<file path="src/rtl/drop_controller_if.sv">
// drop_controller_if: request/status bundle between the drop sequencer and its neighbours.
//   drop_req        start a drop operation (sampled only while idle)
//   abort           cancel an operation in settle/eval/count
//   height[7:0]     fused sensor height, 0 = no valid sensor pair
//   busy            high whenever the sequencer is not idle
//   drop_activated  actuator strobe
//   done            one-cycle completion / error-exit / abort pulse
//   error           high while holding in the error state
//   status[2:0]     state code: 0 idle, 1 settle, 2 eval, 3 count, 4 drop, 5 error
// master: the requesting side; slave: the sequencer.
interface drop_controller_if;
    logic       drop_req;
    logic       abort;
    logic [7:0] height;
    logic       busy;
    logic       drop_activated;
    logic       done;
    logic       error;
    logic [2:0] status;

    modport master (
        output drop_req, abort, height,
        input  busy, drop_activated, done, error, status
    );

    modport slave (
        input  drop_req, abort, height,
        output busy, drop_activated, done, error, status
    );
endinterface

</file>
<file path="src/rtl/drop_controller.sv">
// drop_controller: sequences one baggage-drop operation around the fused height input.
// A request captures the height, waits for it to hold steady, validates it, counts down
// height * PRESCALE cycles and then strobes the drop actuator for DROP_PULSE cycles.
// Ports:
//   clk  system clock, rising edge
//   rst  synchronous active-high reset
//   bus  drop_controller_if.slave (drop_req, abort, height in; busy, drop_activated, done,
//        error, status out). Every output is a register.
module drop_controller #(
    parameter int unsigned STABLE_CYCLES = 4,
    parameter int unsigned MAX_RETRY     = 3,
    parameter int unsigned H_MAX         = 200,
    parameter int unsigned PRESCALE      = 2,
    parameter int unsigned DROP_PULSE    = 3,
    parameter int unsigned ERR_HOLD      = 8
) (
    input  logic            clk,
    input  logic            rst,
    drop_controller_if.slave bus
);

    localparam int unsigned StableW = $clog2(STABLE_CYCLES + 1);
    localparam int unsigned RetryW  = $clog2(MAX_RETRY + 2);
    localparam int unsigned PreW    = (PRESCALE > 1) ? $clog2(PRESCALE) : 1;
    localparam int unsigned HoldMax = (DROP_PULSE > ERR_HOLD) ? DROP_PULSE : ERR_HOLD;
    localparam int unsigned HoldW   = $clog2(HoldMax + 1);

    // With a one-cycle hold the done pulse coincides with the entry cycle.
    localparam bit DropDoneOnEntry = (DROP_PULSE == 1);
    localparam bit ErrDoneOnEntry  = (ERR_HOLD == 1);

    typedef enum logic [2:0] {
        StIdle   = 3'd0,
        StSettle = 3'd1,
        StEval   = 3'd2,
        StCount  = 3'd3,
        StDrop   = 3'd4,
        StError  = 3'd5
    } state_e;

    state_e            state_q;
    logic [7:0]        h_ref_q;
    logic [StableW-1:0] stable_cnt_q;
    logic [RetryW-1:0] retry_cnt_q;
    logic [PreW-1:0]   prescale_cnt_q;
    logic [7:0]        unit_cnt_q;
    // Shared by DROP and ERROR: the two holds never overlap.
    logic [HoldW-1:0]  pulse_cnt_q;
    logic              busy_q;
    logic              drop_q;
    logic              done_q;
    logic              error_q;

    always_ff @(posedge clk) begin
        if (rst) begin
            state_q        <= StIdle;
            h_ref_q        <= '0;
            stable_cnt_q   <= '0;
            retry_cnt_q    <= '0;
            prescale_cnt_q <= '0;
            unit_cnt_q     <= '0;
            pulse_cnt_q    <= '0;
            busy_q         <= 1'b0;
            drop_q         <= 1'b0;
            done_q         <= 1'b0;
            error_q        <= 1'b0;
        end else begin
            done_q <= 1'b0;
            unique case (state_q)
                StIdle: begin
                    if (bus.drop_req) begin
                        h_ref_q        <= bus.height;
                        stable_cnt_q   <= '0;
                        retry_cnt_q    <= '0;
                        prescale_cnt_q <= '0;
                        unit_cnt_q     <= '0;
                        pulse_cnt_q    <= '0;
                        busy_q         <= 1'b1;
                        state_q        <= StSettle;
                    end
                end

                StSettle: begin
                    if (bus.abort) begin
                        state_q <= StIdle;
                        busy_q  <= 1'b0;
                        done_q  <= 1'b1;
                    end else if (bus.height == h_ref_q) begin
                        stable_cnt_q <= stable_cnt_q + StableW'(1);
                        if (stable_cnt_q == StableW'(STABLE_CYCLES - 1)) begin
                            state_q <= StEval;
                        end
                    end else if (retry_cnt_q == RetryW'(MAX_RETRY)) begin
                        // This change would be one more than tolerated.
                        state_q     <= StError;
                        error_q     <= 1'b1;
                        pulse_cnt_q <= '0;
                        done_q      <= ErrDoneOnEntry;
                    end else begin
                        h_ref_q      <= bus.height;
                        stable_cnt_q <= '0;
                        retry_cnt_q  <= retry_cnt_q + RetryW'(1);
                    end
                end

                StEval: begin
                    if (bus.abort) begin
                        state_q <= StIdle;
                        busy_q  <= 1'b0;
                        done_q  <= 1'b1;
                    end else if (h_ref_q == 8'd0 || 32'(h_ref_q) > H_MAX) begin
                        state_q     <= StError;
                        error_q     <= 1'b1;
                        pulse_cnt_q <= '0;
                        done_q      <= ErrDoneOnEntry;
                    end else begin
                        unit_cnt_q     <= h_ref_q;
                        prescale_cnt_q <= PreW'(PRESCALE - 1);
                        state_q        <= StCount;
                    end
                end

                StCount: begin
                    // Nested counters give h_ref * PRESCALE cycles without a multiplier.
                    if (bus.abort) begin
                        state_q <= StIdle;
                        busy_q  <= 1'b0;
                        done_q  <= 1'b1;
                    end else if (prescale_cnt_q == '0) begin
                        prescale_cnt_q <= PreW'(PRESCALE - 1);
                        unit_cnt_q     <= unit_cnt_q - 8'd1;
                        if (unit_cnt_q == 8'd1) begin
                            state_q     <= StDrop;
                            drop_q      <= 1'b1;
                            pulse_cnt_q <= '0;
                            done_q      <= DropDoneOnEntry;
                        end
                    end else begin
                        prescale_cnt_q <= prescale_cnt_q - PreW'(1);
                    end
                end

                StDrop: begin
                    if (pulse_cnt_q == HoldW'(DROP_PULSE - 1)) begin
                        state_q <= StIdle;
                        drop_q  <= 1'b0;
                        busy_q  <= 1'b0;
                    end else begin
                        pulse_cnt_q <= pulse_cnt_q + HoldW'(1);
                        done_q      <= ((pulse_cnt_q + HoldW'(1)) == HoldW'(DROP_PULSE - 1));
                    end
                end

                StError: begin
                    if (pulse_cnt_q == HoldW'(ERR_HOLD - 1)) begin
                        state_q <= StIdle;
                        error_q <= 1'b0;
                        busy_q  <= 1'b0;
                    end else begin
                        pulse_cnt_q <= pulse_cnt_q + HoldW'(1);
                        done_q      <= ((pulse_cnt_q + HoldW'(1)) == HoldW'(ERR_HOLD - 1));
                    end
                end

                default: begin
                    state_q <= StIdle;
                    busy_q  <= 1'b0;
                    drop_q  <= 1'b0;
                    error_q <= 1'b0;
                end
            endcase
        end
    end

    assign bus.busy           = busy_q;
    assign bus.drop_activated = drop_q;
    assign bus.done           = done_q;
    assign bus.error          = error_q;
    assign bus.status         = state_q;

endmodule

</file>
<file path="src/flat_wrapper.sv">
// flat-port wrapper written by rule: the top's interface ports become plain ports
module drop_controller_flat 
#(
    parameter int unsigned STABLE_CYCLES = 4,
    parameter int unsigned MAX_RETRY     = 3,
    parameter int unsigned H_MAX         = 200,
    parameter int unsigned PRESCALE      = 2,
    parameter int unsigned DROP_PULSE    = 3,
    parameter int unsigned ERR_HOLD      = 8
)
  (clk, rst, bus_drop_req, bus_abort, bus_height, bus_busy, bus_drop_activated, bus_done, bus_error, bus_status);
  drop_controller_if bus_i ();
  input  logic clk;
  input  logic rst;
  input wire logic [$bits(bus_i.drop_req)-1:0] bus_drop_req;
  input wire logic [$bits(bus_i.abort)-1:0] bus_abort;
  input wire logic [$bits(bus_i.height)-1:0] bus_height;
  output wire logic [$bits(bus_i.busy)-1:0] bus_busy;
  output wire logic [$bits(bus_i.drop_activated)-1:0] bus_drop_activated;
  output wire logic [$bits(bus_i.done)-1:0] bus_done;
  output wire logic [$bits(bus_i.error)-1:0] bus_error;
  output wire logic [$bits(bus_i.status)-1:0] bus_status;
  assign bus_i.drop_req = bus_drop_req;
  assign bus_i.abort = bus_abort;
  assign bus_i.height = bus_height;
  assign bus_busy = bus_i.busy;
  assign bus_drop_activated = bus_i.drop_activated;
  assign bus_done = bus_i.done;
  assign bus_error = bus_i.error;
  assign bus_status = bus_i.status;
  drop_controller #(.STABLE_CYCLES(STABLE_CYCLES), .MAX_RETRY(MAX_RETRY), .H_MAX(H_MAX), .PRESCALE(PRESCALE), .DROP_PULSE(DROP_PULSE), .ERR_HOLD(ERR_HOLD)) u_core (.clk(clk), .rst(rst), .bus(bus_i));
endmodule
</file>
<file path="config.mk">
export PLATFORM = sky130hd
export DESIGN_NAME = drop_controller_flat
export DESIGN_NICKNAME = d
export VERILOG_FILES = /design/src/rtl/drop_controller_if.sv /design/src/rtl/drop_controller.sv /design/src/flat_wrapper.sv
export SDC_FILE = /design/constraint.sdc
export NUM_CORES = 1
export LEC_CHECK = 0
export CAP_MARGIN = 10
export CELL_PAD_IN_SITES_DETAIL_PLACEMENT = 1
export CELL_PAD_IN_SITES_GLOBAL_PLACEMENT = 1
export CORE_MARGIN = 8
export CORE_UTILIZATION = 40
export CTS_CLUSTER_DIAMETER = 40
export DETAILED_ROUTE_END_ITERATION = 10
export PLACE_DENSITY_LB_ADDON = 0.1
export SLEW_MARGIN = 0
export SYNTH_ARGS = -nofsm -noshare
export SYNTH_HDL_FRONTEND = slang
export SYNTH_SLANG_ARGS = --single-unit
</file>
<file path="constraint.sdc">
create_clock -name clk -period 2.2 [get_ports clk]
set_input_delay 0.22 -clock clk [delete_from_list [all_inputs] [get_ports clk]]
set_output_delay 0.22 -clock clk [all_outputs]
set_load 0.01 [all_outputs]
</file>
==> flow_summary.ini <==
[layout]
multi_input_area_sq_um = 1370
seqCellArea_sq_um = 683
finalNetCount = 338
drive_above_1_share_pct = 19.6
nFillCells = 665
synthToLayoutAreaGrowth_pct = 29.1
fin_area_sq_um = 2750
antenna_cells = 0

[sta]
fmax_mhz = 474
report.final.slew_viol_count = 0
worst_slew_pin_slew_ns = 0.531
skew_ns = 0.00625
fin_ws_ns = 0.0904
fin_crit_ns = 2.11
holdWs_ns = 0.452
setup-violations-final = 0
relSlewSlack_pct = 64.3
rsz0062_at_grt = yes
hold_viol_final = 0
fin_crit_sh_pct = 95.9
fin_setup_tns_ns = 0

[pwr]
seqPwrFrac_pct = 39.1
vdd_ir_drop_max_v = 0.000322
clkPwrFrac_pct = 24.7
combPwrFrac_pct = 36.2
p_leak_nw = 1.06
power_switching_uw = 645
power_density_nw_per_um2 = 666
p_int_mw = 1.19
swShare_pct = 35.2
power_mw = 1.83

[cts]
cts-htree-levels = 2
clockBufferDepth = 2
cts_buffers = 5
cts_tree = yes
cts_sinks = 34
clk_root_buffer_cell = clkbuf_8
cts_hold_buf = 0
path_clk_slew_ns = 0.07
clk_latency_ns = 0.29

[die]
die_area_sq_um = 7910
io_pins = 19
fp.dieW_um = 89.0
core_sq_um = 5140
initial_core_util_pct = 41.4
row_count = 26
die_y_um = 89.0

[critical_path]
start_kind = flop
cpPeakStageDelay_ns = 0.47
cp_data_arrival_time_ns = 2.32
cp_max_fo = 5
critPathSlowestCell = dfxtp_1
cp_cell_sequence = xnor2_1, nand4_1, or2_1, a41o_1, or4_4, o32ai_2
crit_type = reg2reg
critPathCaptureType = flop
rrSetupSlack_ns = 0.09
crit_required_ns = 2.41

[grt]
gr-total-overflow = 0
grt_pass1_wl_um = 10300
grt_util_all_layers_pct = 16.6
grt_pass1_vias = 2163
antenna_found_initial = 0
grt_max_degree = 24

[drt]
routed_wl_um = 6310
ant_nets = 0
dr.pass1.iters = 4
viasPerCell = 5.51
initialDrtViolationCount = 169
drc = 0
num_vias = 2131
routedWlPerCell_um = 16.3

[synthesis]
ys.flop_type = dfxtp_1
yosys_warnings = 0
syn_inst = 265
seq_area_frac_synth_pct = 32.0
yosys_register_bits = 34
ys_types = 55
syn_nets = 286
syn-cell-area_sq_um = 2130
synthArstFlopShare_pct = 0
synth_edf_count = 0
syn-mean-instance-area_sq_um = 8.04

[place]
dp_hpwl_um = 4800
place_congestion = 0.790
post-place-ws_ns = -0.178
portBuffers = 18
post_dp_cell_area_sq_um = 2640

[worst_hold_path]
hold_path_class = reg2reg

[outcome]
status = finished clean

[job]
cap_violations = 0
[worst max-delay path, delay by kind of cell (launching register included)]
kind / cells / cell delay (ns)
AOI/OAI and AO/OA: 2 / 0.54
xor gates and xnor gates: 1 / 0.16
DFF: 1 / 0.47
and+or+nand+nor: 3 / 0.87
[metrics by stage]
step / cells / util [%]
after floorplan: 265 / -
after global placement: 380 / 51.3
after detailed placement: 380 / 51.3
after CTS: 387 / 52.8
after global routing: 387 / 53.5
final: 387 / 53.5
[logic make-up (layout without fill, tap and decap cells)]
family	Yosys count	in the layout	share of synthesized area (%)
flops	34	34	32.0
compound gates	61	61	21.6
buf+inv	28	80	5.29
xor+xnor	14	14	5.76
mux	9	9	4.29
fa+ha+maj	9	9	5.29
simple gates	110	110	25.8
[layout by cell type, fill, tap and decap left out, types with 5 or more instances in the layout]
| cell | n |
|---|---|
| xnor2_1 | 13 |
| dfxtp_1 | 32 |
| mux2i_1 | 8 |
| clkdlybuf4s50_1 | 18 |
| inv_1 | 15 |
| clkbuf_8 | 5 |
| a21oi_1 | 20 |
| or3_1 | 7 |
| buf_4 | 39 |
| nor2_1 | 28 |
| nand2_1 | 31 |
| o32ai_1 | 5 |
| nor3_1 | 6 |
| nand3_1 | 5 |
| ha_1 | 9 |
| nor2b_1 | 5 |
| o2111ai_1 | 5 |
[area by class of cell]
type | count | share of cell area [%]
Clock buffer | 5 | 2.50
Clock inverter | 2 | 0.364
Inverter | 16 | 2.18
Multi-Input combinational cell | 203 | 49.7
Sequential cell | 34 | 24.8
Tap cell | 70 | 3.18
Timing Repair Buffer | 57 | 17.2
[flip-flops by register name, indices dropped and copies added (netlist names)]
signal                     count
u_core.h_ref_q                 8
u_core.unit_cnt_q              8
u_core.pulse_cnt_q             4
u_core.bus.status              3
u_core.retry_cnt_q             3
u_core.stable_cnt_q            3
u_core.bus.busy                1
u_core.bus.done                1
u_core.bus.drop_activated      1
u_core.bus.error               1
u_core.prescale_cnt_q          1
[path summary, 6_finish.rpt]
path	from	end	cells past startpoint
setup / recovery	u_core.h_ref_q[3]	u_core.bus.status[2]	6
setup reg to reg	u_core.h_ref_q[3]	u_core.bus.status[2]	6
hold reg to reg	u_core.stable_cnt_q[2]	u_core.stable_cnt_q[2]	2
hold / removal	u_core.stable_cnt_q[2]	u_core.stable_cnt_q[2]	2
[repair_timing]
action,4_1_cts,5_1_grt
endpoints found under the setup margin,0,12
setup buffers,0,0
resized for setup,0,9
[cells in the mapped netlist, drive strengths merged, types with 3 or more instances]
library cell,count,area [sq um]
nand2b,4,25.0
a21oi,21,105
nand3,5,25.0
buf,4,22.5
nor3,6,30.0
xnor2,13,114
or3,7,43.8
nor2b,5,31.3
inv,15,56.3
o32ai,6,60.1
nand2,32,120
clkbuf,8,30.0
or4,4,37.5
ha,9,113
dfxtp,34,681
o2111ai,5,43.8
nor4,5,37.5
a211oi,3,22.5
nand4,4,25.0
mux2i,8,80.1
nor2,29,111
[routing by layer]
layer | vias up | wire length (um) | track usage (%)
li1 | 1065 | - | -
met2 | 33 | 3140 | 28.8
met4 | 0 | 80 | 5.14
met1 | 1024 | 2920 | 20.1
met5 | - | 0 | 0
met3 | 9 | 173 | 3.22
[power by group through the flow]
stage | logic (mW) | clock network [mW] | registers (mW)
6_report | 0.663 | 0.453 | 0.716
5_1_grt | 0.724 | 0.494 | 0.720
4_1_cts | 0.654 | 0.473 | 0.712
3_3_place_gp | 0.638 | 0 | 0.725
2_1_floorplan | 0.387 | 0 | 0.719
3_5_place_dp | 0.652 | 0 | 0.727
No activity file was read; power rests on OpenSTA's default activity.
